--- config.mk ---
export PLATFORM = sky130hd
export DESIGN_NAME = channel_4_noise_voice
export DESIGN_NICKNAME = d
export VERILOG_FILES = /design/src/rtl/channel_4_noise_voice.sv
export SDC_FILE = /design/constraint.sdc
export NUM_CORES = 1
export LEC_CHECK = 0
export ABC_AREA = 1
export CORE_MARGIN = 4
export CORE_UTILIZATION = 57
export DETAILED_ROUTE_END_ITERATION = 8
export PLACE_DENSITY = 0.81
export SYNTH_ARGS = -nofsm -noshare
export SYNTH_HDL_FRONTEND = slang
export SYNTH_SLANG_ARGS = --single-unit
--- constraint.sdc ---
create_clock -name i_clk -period 2.3 [get_ports i_clk]
set_input_delay 0.23 -clock i_clk [delete_from_list [all_inputs] [get_ports i_clk]]
set_output_delay 0.23 -clock i_clk [all_outputs]
set_load 0.02 [all_outputs]
--- src/rtl/channel_4_noise_voice.sv ---
// Channel 4 noise voice: phase accumulator carries clock a 15-bit LFSR whose
// low bit picks the sign of the envelope; the result is a registered signed sample.
module channel_4_noise_voice #(
    parameter int unsigned OUT_WIDTH = 16,
    parameter logic [14:0] LFSR_SEED = 15'h0001
) (
    input  logic                 i_clk,
    input  logic                 i_rst_n,
    input  logic                 i_sample_stb,
    input  logic                 i_enable,
    input  logic                 i_retrigger,
    input  logic                 i_short_mode,
    input  logic [31:0]          i_phase_delta,
    input  logic [8:0]           i_envelope,
    output logic [OUT_WIDTH-1:0] o_sample,
    output logic                 o_sample_valid
);

    logic [31:0]          r_phase_acc;
    logic [14:0]          r_lfsr;
    logic [8:0]           r_env;
    logic                 r_pend;

    logic                 accept;
    logic [32:0]          acc_sum;
    logic                 fb;
    logic [14:0]          lfsr_next;
    logic [OUT_WIDTH-1:0] env_ext;
    logic [OUT_WIDTH-1:0] sample_next;

    always_comb begin
        accept      = i_sample_stb & i_enable & ~i_retrigger;
        acc_sum     = {1'b0, r_phase_acc} + {1'b0, i_phase_delta};
        fb          = i_short_mode ? (r_lfsr[0] ^ r_lfsr[6]) : (r_lfsr[0] ^ r_lfsr[1]);
        lfsr_next   = {fb, r_lfsr[14:1]};
        // Zero envelope negates to zero, so no negative zero is possible.
        env_ext     = {{(OUT_WIDTH-9){1'b0}}, r_env};
        sample_next = r_lfsr[0] ? -env_ext : env_ext;
    end

    always_ff @(posedge i_clk or negedge i_rst_n) begin
        if (!i_rst_n) begin
            r_phase_acc    <= '0;
            r_lfsr         <= LFSR_SEED;
            r_env          <= '0;
            r_pend         <= 1'b0;
            o_sample       <= '0;
            o_sample_valid <= 1'b0;
        end else begin
            if (i_retrigger) begin
                r_phase_acc <= '0;
                r_lfsr      <= LFSR_SEED;
            end else if (accept) begin
                r_phase_acc <= acc_sum[31:0];
                if (acc_sum[32]) begin
                    r_lfsr <= lfsr_next;
                end
            end
            if (accept) begin
                r_env <= i_envelope;
            end
            // A strobe accepted last edge completes even if enable or retrigger changed since.
            r_pend         <= accept;
            o_sample_valid <= r_pend;
            if (r_pend) begin
                o_sample <= sample_next;
            end
        end
    end

endmodule

Word-level counts from Yosys, hierarchy flattened --
Index checks and enable logic that the tools add are counted.
Word-level totals: input port bits 47, bits in registers 74
Cells by class: bitwise logic cells 5, add/sub/neg operators 2, multiplexer cells 7, reductions and logical operators 3
Operators by type and width (number):
- 2-to-1 mux 32 bit | 2
- 2-to-1 mux 15 bit | 3
- adder 32 x 32 -> 33 bit | 1
- 2-to-1 mux 16 bit | 1
- negation 9 -> 16 bit | 1
- nonzero test 2 bit | 2
- AND 1 bit | 2
- AND reduction 2 bit | 1
- bitwise XOR 1 bit | 2
- 2-to-1 mux 1 bit | 1
- NOT 1 bit | 1

Logic depth before layout (Yosys ltp) --
Gate-level depths: netlist of run 1.
depth in word-level cells 5, gate-level depth with buffers 16, gate-level depth less buffers 15

Worst setup path before layout of run 1 --
Ideal clock, no wire load.
path type flip-flop to flip-flop, start reg r_phase_acc[0], end reg r_lfsr[4], path slack 313 ps, arrival 1871 ps, period minus slack after synthesis 1987 ps, cell stages (with the launch flop) 17, required time 2183 ps, buffers on the path 1, cell sequence dfrtp_1 > ha_1 > inv_1 > fa_1 > inv_1 > nand3_2 > nand3_2 > nand2_2 > nand2_2 > nand2_2 > nand2_2 > nand2_2 > nand2_4 > nand2_4 > buf_6 > nand2_1 > nand2_1
Between the ends: word-level cells in the longest chain between the ends 3
RTL lines:
- start, declared | line 19 | logic [31:0] r_phase_acc;
- start signal, assigned | line 54 | r_phase_acc <= acc_sum[31:0];
- adder 32 x 32 -> 33 bit | line 33 | acc_sum = {1'b0, r_phase_acc} + {1'b0, i_phase_delta};
- nonzero test 2 bit (no line)
- AND reduction 2 bit (no line)
- end signal, assigned | line 56 | r_lfsr <= lfsr_next;
- end, declared | line 20 | logic [14:0] r_lfsr;
Every way passes these cells. A chain may end at the register's enable or synchronous reset.

Worst setup path in the final report of run 1 --
start reg r_phase_acc[0], end reg r_lfsr[7]
The elaborated chain is that of the path after synthesis.

==> flow_summary.html, run 1 <==
<table>
<tr><th>Metric</th><th>Value</th></tr>
<tr><th colspan="2">Logic synthesis</th></tr>
<tr><td>Synthesis Warnings</td><td>0</td></tr>
<tr><td>Most common library cells after synthesis</td><td>sky130_fd_sc_hd__nand2_1, sky130_fd_sc_hd__inv_1, sky130_fd_sc_hd__dfrtp_1</td></tr>
<tr><td>Complex-gate fraction of the synthesized area</td><td>0.0738</td></tr>
<tr><td>Adder and majority gate portion of the synthesized area</td><td>0.0789</td></tr>
<tr><td>Share of the synthesized area in the top cell type</td><td>0.333</td></tr>
<tr><td>Cell accounting for the most synthesized area</td><td>sky130_fd_sc_hd__dfrtp_1</td></tr>
<tr><td>Most repeated cell in the gate-level netlist after synthesis</td><td>sky130_fd_sc_hd__nand2_1</td></tr>
<tr><td>Number of register bits inferred by synthesis</td><td>74</td></tr>
<tr><td>Parity-gate share of the synthesized area counting xor and xnor cells</td><td>0.0175</td></tr>
<tr><td>Top area cells in the synthesized netlist</td><td>sky130_fd_sc_hd__dfrtp_1, sky130_fd_sc_hd__nand2_1, sky130_fd_sc_hd__inv_1, sky130_fd_sc_hd__ha_1, sky130_fd_sc_hd__nand3_1</td></tr>
<tr><td>Mapped Avg Cell Area</td><td>6.45 sq um</td></tr>
<tr><td>Combinational family with the most area after synthesis</td><td>simple AND/OR/NAND/NOR gates</td></tr>
<tr><td>Cell variety after synth</td><td>36</td></tr>
<tr><td>Number of instances in the synthesized netlist</td><td>851</td></tr>
<tr><td>Area of the mapped netlist</td><td>5490 sq um</td></tr>
<tr><td>Share of synthesized registers carrying an async set or reset</td><td>1.00</td></tr>
<tr><td>Post-synthesis mux area share</td><td>0</td></tr>
<tr><td>Number of enable flip-flop cells after synthesis</td><td>0</td></tr>
<tr><td>Nets in the synthesized netlist</td><td>932</td></tr>
<tr><td>Basic-gate share of the synthesized area counting and, or, nand and nor cells</td><td>0.385</td></tr>
<tr><td>Main flop type after synthesis</td><td>sky130_fd_sc_hd__dfrtp_1</td></tr>
<tr><td>Sequential cell area fraction in the yosys report</td><td>0.338</td></tr>
<tr><th colspan="2">Power and ir drop</th></tr>
<tr><td>Worst supply voltage drop on vdd</td><td>412 uV</td></tr>
<tr><td>Leakage power summed over all cells</td><td>3.80 nW</td></tr>
<tr><td>Cell area power density</td><td>622 nW/um^2</td></tr>
<tr><td>Post-layout power</td><td>0.00414 W</td></tr>
<tr><th colspan="2">Job</th></tr>
<tr><td>Count of maximum capacitance violations</td><td>0</td></tr>
<tr><th colspan="2">STA</th></tr>
<tr><td>Hold violation count in the final report</td><td>0</td></tr>
<tr><td>Slew Viols, Final</td><td>0</td></tr>
<tr><td>Setup TNS</td><td>0 ps</td></tr>
<tr><td>Final setup violation count</td><td>0</td></tr>
<tr><td>Final Critical Period</td><td>2090 ps</td></tr>
<tr><td>Hold WS</td><td>400 ps</td></tr>
<tr><td>Max Freq</td><td>0.478 GHz</td></tr>
<tr><td>Final worst clock skew</td><td>20.5 ps</td></tr>
<tr><td>Crit path setup slack, layout</td><td>206 ps</td></tr>
<tr><td>Unrepaired setup endpoints after global routing</td><td>false</td></tr>
<tr><td>Relative slew margins</td><td>0.595</td></tr>
<tr><td>Final critical-path share of the clock period</td><td>0.910</td></tr>
<tr><td>Slew at the pin with the worst max-slew slack</td><td>606 ps</td></tr>
<tr><th colspan="2">Global routing</th></tr>
<tr><td>Vias in the first global route</td><td>5213</td></tr>
<tr><td>Maximum number of pins on one net before global-route repair</td><td>75</td></tr>
<tr><td>GRT Resource Usage Total</td><td>0.265</td></tr>
<tr><td>Total gr overflow</td><td>0</td></tr>
<tr><td>Global-route wire length before repair</td><td>24.3 mm</td></tr>
<tr><td>Number of antenna violations at the first check in global routing</td><td>0</td></tr>
<tr><th colspan="2">Routing</th></tr>
<tr><td>Total Wirelength</td><td>14.5 mm</td></tr>
<tr><td>Routed vias</td><td>5539</td></tr>
<tr><td>Routed WL per cell</td><td>13.6 um</td></tr>
<tr><td>Number of nets still failing antenna checks after routing</td><td>0</td></tr>
<tr><td>First-pass DRT Iterations</td><td>5</td></tr>
<tr><td>Starting DRT DRC Count</td><td>406</td></tr>
<tr><td>Routed vias/inst</td><td>5.19</td></tr>
<tr><td>Number of design rule violations left after detail routing</td><td>0</td></tr>
<tr><th colspan="2">Outcome</th></tr>
<tr><td>Outcome</td><td>finished, final reports clean</td></tr>
<tr><th colspan="2">Critical path</th></tr>
<tr><td>Crit path buf inv count</td><td>3</td></tr>
<tr><td>Cells traversed along the worst timing path</td><td>ha_1, inv_1, fa_1, inv_1, nand3_2, nand3_2, nand2_2, nand2_2, nand2_2, nand2_2, nand2_2, nand2_4, buf_4, nand3b_1, nand2_1</td></tr>
<tr><td>Most frequent cell on the critical path</td><td>sky130_fd_sc_hd__nand2_2</td></tr>
<tr><td>Slowest stage cell on the critical path</td><td>sky130_fd_sc_hd__fa_1</td></tr>
<tr><td>Max stage delay on crit path</td><td>420 ps</td></tr>
<tr><td>Setup CP Type</td><td>register to register</td></tr>
<tr><td>Family with the most delay on the worst path</td><td>simple AND/OR/NAND/NOR gates</td></tr>
<tr><td>Arrival time worst endpoint</td><td>2380 ps</td></tr>
<tr><td>Endpoint class of the critical path</td><td>register</td></tr>
<tr><td>Category of the worst setup path launch point</td><td>register</td></tr>
<tr><td>Count of cells along the worst register-to-register path</td><td>15</td></tr>
<tr><td>Worst path depth</td><td>15</td></tr>
<tr><td>Largest driver fanout on the critical path</td><td>9</td></tr>
<tr><td>Data required time at the worst endpoint</td><td>2590 ps</td></tr>
<tr><th colspan="2">Finish</th></tr>
<tr><td>Net count of the finished layout</td><td>1015</td></tr>
<tr><td>Synth-to-layout area growth</td><td>21.3%</td></tr>
<tr><td>Core utilization of the finished layout</td><td>0.714</td></tr>
<tr><td>Ant. Diodes</td><td>0</td></tr>
<tr><td>Fraction of final layout cells sized beyond drive strength 1</td><td>0.0724</td></tr>
<tr><th colspan="2">Floorplan</th></tr>
<tr><td>Die extent in y</td><td>106 um</td></tr>
<tr><td>Starting density of the core</td><td>0.589</td></tr>
<tr><td>Count of boundary I/O pins</td><td>64</td></tr>
<tr><td>Placement row count</td><td>35</td></tr>
<tr><td>Core area</td><td>9330 sq um</td></tr>
<tr><td>Horizontal die dimension</td><td>106 um</td></tr>
<tr><td>Die footprint</td><td>11300 sq um</td></tr>
<tr><th colspan="2">Clock tree</th></tr>
<tr><td>TritonCTS clock tree</td><td>done</td></tr>
<tr><td>CTS Sinks</td><td>74</td></tr>
<tr><td>Clock-pin slew on the worst setup and hold paths</td><td>100 ps</td></tr>
<tr><td>CTS buffer count</td><td>9</td></tr>
<tr><td>Clock latency at the later pin of the worst-skew pair</td><td>360 ps</td></tr>
<tr><td>Clock root buffer</td><td>sky130_fd_sc_hd__clkbuf_8</td></tr>
<tr><td>Deepest level of the CTS H-tree</td><td>3</td></tr>
<tr><td>Post-cts repair resize count</td><td>0</td></tr>
<tr><td>Clock Path Buffers</td><td>2</td></tr>
<tr><th colspan="2">Placed design</th></tr>
<tr><td>Post-DP HPWL</td><td>11.0 mm</td></tr>
<tr><td>Worst setup slack before clock tree synthesis</td><td>-126 ps</td></tr>
<tr><td>IO Port Bufs</td><td>63</td></tr>
<tr><td>Final RePlAce weighted congestion</td><td>1.00</td></tr>
<tr><th colspan="2">Hold path</th></tr>
<tr><td>Path type of the worst min-delay path</td><td>input pin to async pin</td></tr>
</table>
==> kinds of logic (layout without fill, tap and decap cells) <==
group                      count (synthesis)  in the layout
DFF                                       74             74
AOI/OAI and AO/OA                         74             74
and+or+nand+nor                          506            506
buffers and inverters                    152            240
xor gates and xnor gates                  11             11
adders and majority gates                 34             34
==> cells in the final DEF, fill, tap and decap left out, drive strengths merged <==
master,netlist,routed
nand2,372,372
inv,136,138
dfrtp,73,73
clkdlybuf4s50,0,62
nor2,60,60
nand3,47,47
o21ai,35,35
ha,33,33
a21oi,27,27
buf,5,25
nand3b,14,14
clkbuf,11,11
xor2,9,9
nand4,5,5
o21bai,4,4
or2,3,3
nor3,3,3
o31ai,3,3
and2,2,2
xnor2,2,2
bufinv,0,2
a32o,1,1
o22ai,1,1
a22o,1,1
o211ai,1,1
a31oi,1,1
fa,1,1
clkinv,0,1
dlygate4sd3,0,1
dfstp,1,1
==> timing repair <==
action / in CTS / in global routing
hold endpoints to repair: 73 / 0
hold buffers: 1 / 0
buffers inserted: 0 / 0
==> power by group <==
part	switching [W]	total [W]	internal, W
logic	0.000797	0.00136	0.000565
registers	0.000114	0.00159	0.00147
clock network	0.000543	0.00119	0.000652
total	0.00145	0.00414	0.00269
==> stage by stage <==
step	cells	cell area, sq um
floorplan	851	5490
global placement	1051	6420
detailed placement	1051	6420
CTS	1068	6660
global route	1068	6660
finish	1068	6660
==> worst paths after layout <==
check | from | to | slack [ps]
max in group asynchronous | i_rst_n | r_lfsr[0]$_DFFE_PN1P_ | 1500
min in group i_clk | i_envelope[4] | r_env[4]$_DFFE_PN0P_ | 440
worst max register to register | r_phase_acc[0]$_DFFE_PN0P_ | r_lfsr[7]$_DFFE_PN0P_ | 210
worst min-delay path | i_rst_n | r_phase_acc[10]$_DFFE_PN0P_ | 400
worst max-delay path | r_phase_acc[0]$_DFFE_PN0P_ | r_lfsr[7]$_DFFE_PN0P_ | 210
worst min register to register | r_lfsr[12]$_DFFE_PN0P_ | r_lfsr[12]$_DFFE_PN0P_ | 480
==> layer usage <==
metal | wire (um) | GRT usage | up-vias
li1 | - | - | 2788
met1 | 6390 | 0.348 | 2547
met2 | 6940 | 0.455 | 174
met3 | 935 | 0.0370 | 30
met4 | 263 | 0.0768 | 0
met5 | 0 | 0 | -
==> area by class of cell <==
| type | count | area [sq um] |
|---|---|---|
| inverters | 136 | 513 |
| clock inverters | 5 | 86.3 |
| clock buffers | 11 | 141 |
| fillers | 800 | 2670 |
| flip-flops and latches | 74 | 1850 |
| multi-input cells | 625 | 3050 |
| well taps | 129 | 161 |
| repair buffers | 88 | 853 |
==> worst reg2reg max path, stage by stage, from the launching register on <==
cell                       delay [ps]
sky130_fd_sc_hd__dfrtp_1          360
sky130_fd_sc_hd__ha_1             180
sky130_fd_sc_hd__inv_1             70
sky130_fd_sc_hd__fa_1             420
sky130_fd_sc_hd__inv_1            110
sky130_fd_sc_hd__nand3_2           80
sky130_fd_sc_hd__nand3_2          100
sky130_fd_sc_hd__nand2_2           60
sky130_fd_sc_hd__nand2_2           70
sky130_fd_sc_hd__nand2_2           50
sky130_fd_sc_hd__nand2_2           70
sky130_fd_sc_hd__nand2_2           60
sky130_fd_sc_hd__nand2_4           90
sky130_fd_sc_hd__buf_4            160
sky130_fd_sc_hd__nand3b_1          90
sky130_fd_sc_hd__nand2_1           80
==> sequential cells by signal, indices dropped and copies added (netlist names) <==
| register | cells |
|---|---|
| o_sample | 16 |
| o_sample_valid | 1 |
| r_env | 9 |
| r_lfsr | 15 |
| r_pend | 1 |
| r_phase_acc | 32 |
Note: power is estimated with default switching activity, not from simulation.
==> run 2, diff against run 1 <==
--- a/config.mk
+++ b/config.mk
@@ -6,6 +6,8 @@
 export NUM_CORES = 1
 export LEC_CHECK = 0
 export ABC_AREA = 1
+export CAP_MARGIN = 20
+export CORE_ASPECT_RATIO = 0.5
 export CORE_MARGIN = 4
 export CORE_UTILIZATION = 57
 export DETAILED_ROUTE_END_ITERATION = 8
==> constraint.sdc (replaced) <==
create_clock -name i_clk -period 2.05 [get_ports i_clk]
set_input_delay 0.205 -clock i_clk [delete_from_list [all_inputs] [get_ports i_clk]]
set_output_delay 0.205 -clock i_clk [all_outputs]
set_load 0.02 [all_outputs]
==> run 2 against run 1 <==
The run now ends with setup timing left. Worst setup slack worse by 340 ps. Register-to-register slack worse by 340 ps. Cell area grew 11%. Critical path depth down 5. Power increased by 29%. Combinational power is 29% higher. Critical endpoint is now r_lfsr[2]$_DFFE_PN0P_. Non-clock buffer count increased by 54. Wire length rose by 10%.
==> flow_summary.html, run 2 (synthesized netlist as in run 1, its figures left out) <==
<table>
<tr><th>Metric</th><th>Value</th></tr>
<tr><th colspan="2">Global routing</th></tr>
<tr><td>Maximum number of pins on one net before global-route repair</td><td>42</td></tr>
<tr><td>Total gr overflow</td><td>0</td></tr>
<tr><td>GRT Resource Usage Total</td><td>0.278</td></tr>
<tr><td>Global-route wire length before repair</td><td>25.9 mm</td></tr>
<tr><td>Number of antenna violations at the first check in global routing</td><td>0</td></tr>
<tr><td>Vias in the first global route</td><td>5512</td></tr>
<tr><th colspan="2">Power and ir drop</th></tr>
<tr><td>Leakage power summed over all cells</td><td>4.16 nW</td></tr>
<tr><td>Relative contribution of combinational cells to total power</td><td>0.326</td></tr>
<tr><td>Portion of total power attributed to sequential cells</td><td>0.333</td></tr>
<tr><td>Net switching share of the total power</td><td>0.336</td></tr>
<tr><td>Power dissipated by switching net loads</td><td>0.00180 W</td></tr>
<tr><td>Internal portion of total power</td><td>0.00355 W</td></tr>
<tr><td>Part of the total power dissipated in the clock network</td><td>0.341</td></tr>
<tr><td>Worst supply voltage drop on vdd</td><td>452 uV</td></tr>
<tr><td>Cell area power density</td><td>728 nW/um^2</td></tr>
<tr><th colspan="2">Routing</th></tr>
<tr><td>Total Wirelength</td><td>16.0 mm</td></tr>
<tr><td>Number of nets still failing antenna checks after routing</td><td>0</td></tr>
<tr><td>Number of design rule violations left after detail routing</td><td>0</td></tr>
<tr><td>Routed vias/inst</td><td>5.19</td></tr>
<tr><td>Routed vias</td><td>5836</td></tr>
<tr><td>First-pass DRT Iterations</td><td>5</td></tr>
<tr><td>Starting DRT DRC Count</td><td>483</td></tr>
<tr><td>Routed WL per cell</td><td>14.2 um</td></tr>
<tr><th colspan="2">Critical path</th></tr>
<tr><td>Setup CP Type</td><td>register to register</td></tr>
<tr><td>Data required time at the worst endpoint</td><td>2320 ps</td></tr>
<tr><td>Arrival time worst endpoint</td><td>2450 ps</td></tr>
<tr><td>Endpoint class of the critical path</td><td>register</td></tr>
<tr><td>Largest driver fanout on the critical path</td><td>6</td></tr>
<tr><td>Category of the worst setup path launch point</td><td>register</td></tr>
<tr><th colspan="2">STA</th></tr>
<tr><td>Slew at the pin with the worst max-slew slack</td><td>606 ps</td></tr>
<tr><td>Max Freq</td><td>0.458 GHz</td></tr>
<tr><td>Hold WS</td><td>395 ps</td></tr>
<tr><td>Slew Viols, Final</td><td>0</td></tr>
<tr><td>Hold violation count in the final report</td><td>0</td></tr>
<tr><td>Final critical-path share of the clock period</td><td>1.06</td></tr>
<tr><td>Relative slew margins</td><td>0.596</td></tr>
<tr><td>Final Critical Period</td><td>2180 ps</td></tr>
<tr><td>Unrepaired setup endpoints after global routing</td><td>true</td></tr>
<tr><td>Crit path setup slack, layout</td><td>-131 ps</td></tr>
<tr><td>Final setup violation count</td><td>3</td></tr>
<tr><td>Final worst clock skew</td><td>8.39 ps</td></tr>
<tr><th colspan="2">Clock tree</th></tr>
<tr><td>Clock Path Buffers</td><td>2</td></tr>
<tr><td>CTS buffer count</td><td>9</td></tr>
<tr><td>Clock-pin slew on the worst setup and hold paths</td><td>70 ps</td></tr>
<tr><td>Clock latency at the later pin of the worst-skew pair</td><td>350 ps</td></tr>
<tr><td>Clock root buffer</td><td>sky130_fd_sc_hd__clkbuf_16</td></tr>
<tr><td>Deepest level of the CTS H-tree</td><td>3</td></tr>
<tr><td>TritonCTS clock tree</td><td>done</td></tr>
<tr><td>CTS Sinks</td><td>74</td></tr>
<tr><th colspan="2">Finish</th></tr>
<tr><td>Final std cell area, no fill</td><td>7360 sq um</td></tr>
<tr><td>Ant. Diodes</td><td>0</td></tr>
<tr><td>Synth-to-layout area growth</td><td>34.0%</td></tr>
<tr><td>Largest registers</td><td>r_phase_acc: 32 flops, o_sample: 16 flops, r_lfsr: 15 flops</td></tr>
<tr><td>Register with the highest flop count</td><td>r_phase_acc</td></tr>
<tr><td>Most common library cell in the layout ignoring fill and taps</td><td>sky130_fd_sc_hd__nand2_1</td></tr>
<tr><td>Post-Layout Cell Count</td><td>1124</td></tr>
<tr><td>Fraction of final layout cells sized beyond drive strength 1</td><td>0.152</td></tr>
<tr><td>Net count of the finished layout</td><td>1070</td></tr>
<tr><td>Number of fill cells in the layout</td><td>622</td></tr>
<tr><td>Max reg flops</td><td>32</td></tr>
<tr><td>Commonest cells after routing, fill and taps aside</td><td>sky130_fd_sc_hd__nand2_1, sky130_fd_sc_hd__inv_1, sky130_fd_sc_hd__buf_4</td></tr>
<tr><th colspan="2">Placed design</th></tr>
<tr><td>Final RePlAce weighted congestion</td><td>0.935</td></tr>
<tr><td>Worst setup slack before clock tree synthesis</td><td>-314 ps</td></tr>
<tr><td>IO Port Bufs</td><td>63</td></tr>
<tr><td>Total placed instance area</td><td>6780 sq um</td></tr>
<tr><td>Post-DP HPWL</td><td>11.3 mm</td></tr>
<tr><td>Number of cells after detailed placement</td><td>1100</td></tr>
<tr><th colspan="2">Job</th></tr>
<tr><td>Count of maximum capacitance violations</td><td>0</td></tr>
<tr><th colspan="2">Outcome</th></tr>
<tr><td>Outcome</td><td>finished, violations left</td></tr>
<tr><td>Violated checks</td><td>setup timing</td></tr>
<tr><th colspan="2">Floorplan</th></tr>
<tr><td>Horizontal die dimension</td><td>147 um</td></tr>
<tr><td>Die extent in y</td><td>77.4 um</td></tr>
<tr><td>Starting density of the core</td><td>0.607</td></tr>
<tr><td>Core area</td><td>9040 sq um</td></tr>
<tr><td>Placement row count</td><td>24</td></tr>
<tr><td>Count of boundary I/O pins</td><td>64</td></tr>
<tr><td>Die footprint</td><td>11400 sq um</td></tr>
<tr><th colspan="2">Hold path</th></tr>
<tr><td>Path type of the worst min-delay path</td><td>input pin to async pin</td></tr>
</table>
==> run 2: changes by cell type in the layout (fill, tap and decap cells not counted), sizes merged <==
| cell | change |
|---|---|
| nand2 | +1 |
| buf | +53 |
| clkinv | +1 |
==> run 2: repair_timing <==
| item | CTS | global route |
|---|---|---|
| gates cloned | 0 | 2 |
| setup buffers | 0 | 5 |
| pin swaps | 0 | 20 |
| setup endpoints to repair | 9 | 28 |
| resized for setup | 3 | 31 |
| hold buffers | 1 | 0 |
| hold endpoints to repair | 40 | 0 |
==> run 2: power by group through the flow <==
| stage | sequential, W | clock [W] | combinational, W |
|---|---|---|---|
| after floorplan | 0.00189 | 0 | 0.000812 |
| after global placement | 0.00179 | 0 | 0.00159 |
| after detailed placement | 0.00180 | 0 | 0.00163 |
| after CTS | 0.00178 | 0.00183 | 0.00165 |
| after global routing | 0.00181 | 0.00191 | 0.00192 |
| final | 0.00178 | 0.00182 | 0.00175 |
==> run 2: worst paths after layout <==
check,slack (ps),to,depth (start not counted),startpoint
worst min register to register,480,r_lfsr[8]$_DFFE_PN0P_,2,r_lfsr[8]$_DFFE_PN0P_
max in group asynchronous,1020,r_lfsr[0]$_DFFE_PN1P_,3,i_rst_n
min in group i_clk,420,r_env[2]$_DFFE_PN0P_,3,i_envelope[2]
worst max register to register,-130,r_lfsr[2]$_DFFE_PN0P_,10,r_phase_acc[24]$_DFFE_PN0P_
worst max-delay path,-130,r_lfsr[2]$_DFFE_PN0P_,10,r_phase_acc[24]$_DFFE_PN0P_
worst min-delay path,400,o_sample[5]$_DFFE_PN0P_,2,i_rst_n
==> run 2: critical path: stages, from the launching register on <==
cell                       delay, ps
sky130_fd_sc_hd__dfrtp_1         430
sky130_fd_sc_hd__ha_1            370
sky130_fd_sc_hd__nand2_1         120
sky130_fd_sc_hd__nor2_1          210
sky130_fd_sc_hd__nand2_1         110
sky130_fd_sc_hd__nand4_1         150
sky130_fd_sc_hd__nand2_1         120
sky130_fd_sc_hd__inv_4           140
sky130_fd_sc_hd__buf_4           180
sky130_fd_sc_hd__nand3b_1        150
sky130_fd_sc_hd__nand2_1         130
==> run 2: stage by stage <==
| stage | setup TNS, ps | utilization | total power [W] |
|---|---|---|---|
| after floorplan | 0 | - | 0.00270 |
| after global placement | -6400 | 0.751 | 0.00338 |
| after detailed placement | -7820 | 0.751 | 0.00343 |
| after CTS | 0 | 0.790 | 0.00526 |
| after global routing | -1380 | 0.814 | 0.00564 |
| final | -197 | 0.814 | 0.00535 |
==> run 2: cell type report <==
type / count / area [sq um] / area share
clock buffers: 10 / 239 / 0.0325
clock inverters: 6 / 97.6 / 0.0133
inverters: 136 / 513 / 0.0697
multi-input cells: 626 / 3210 / 0.436
flip-flops and latches: 74 / 1850 / 0.252
well taps: 130 / 163 / 0.0221
repair buffers: 142 / 1280 / 0.174
==> run 2: per-layer routing <==
layer | vias to the layer above | wire [um] | GRT usage
li1 | 2896 | - | -
met1 | 2710 | 7230 | 0.374
met2 | 205 | 7320 | 0.473
met3 | 25 | 1180 | 0.0477
met4 | 0 | 257 | 0.0704
met5 | - | 0 | 0
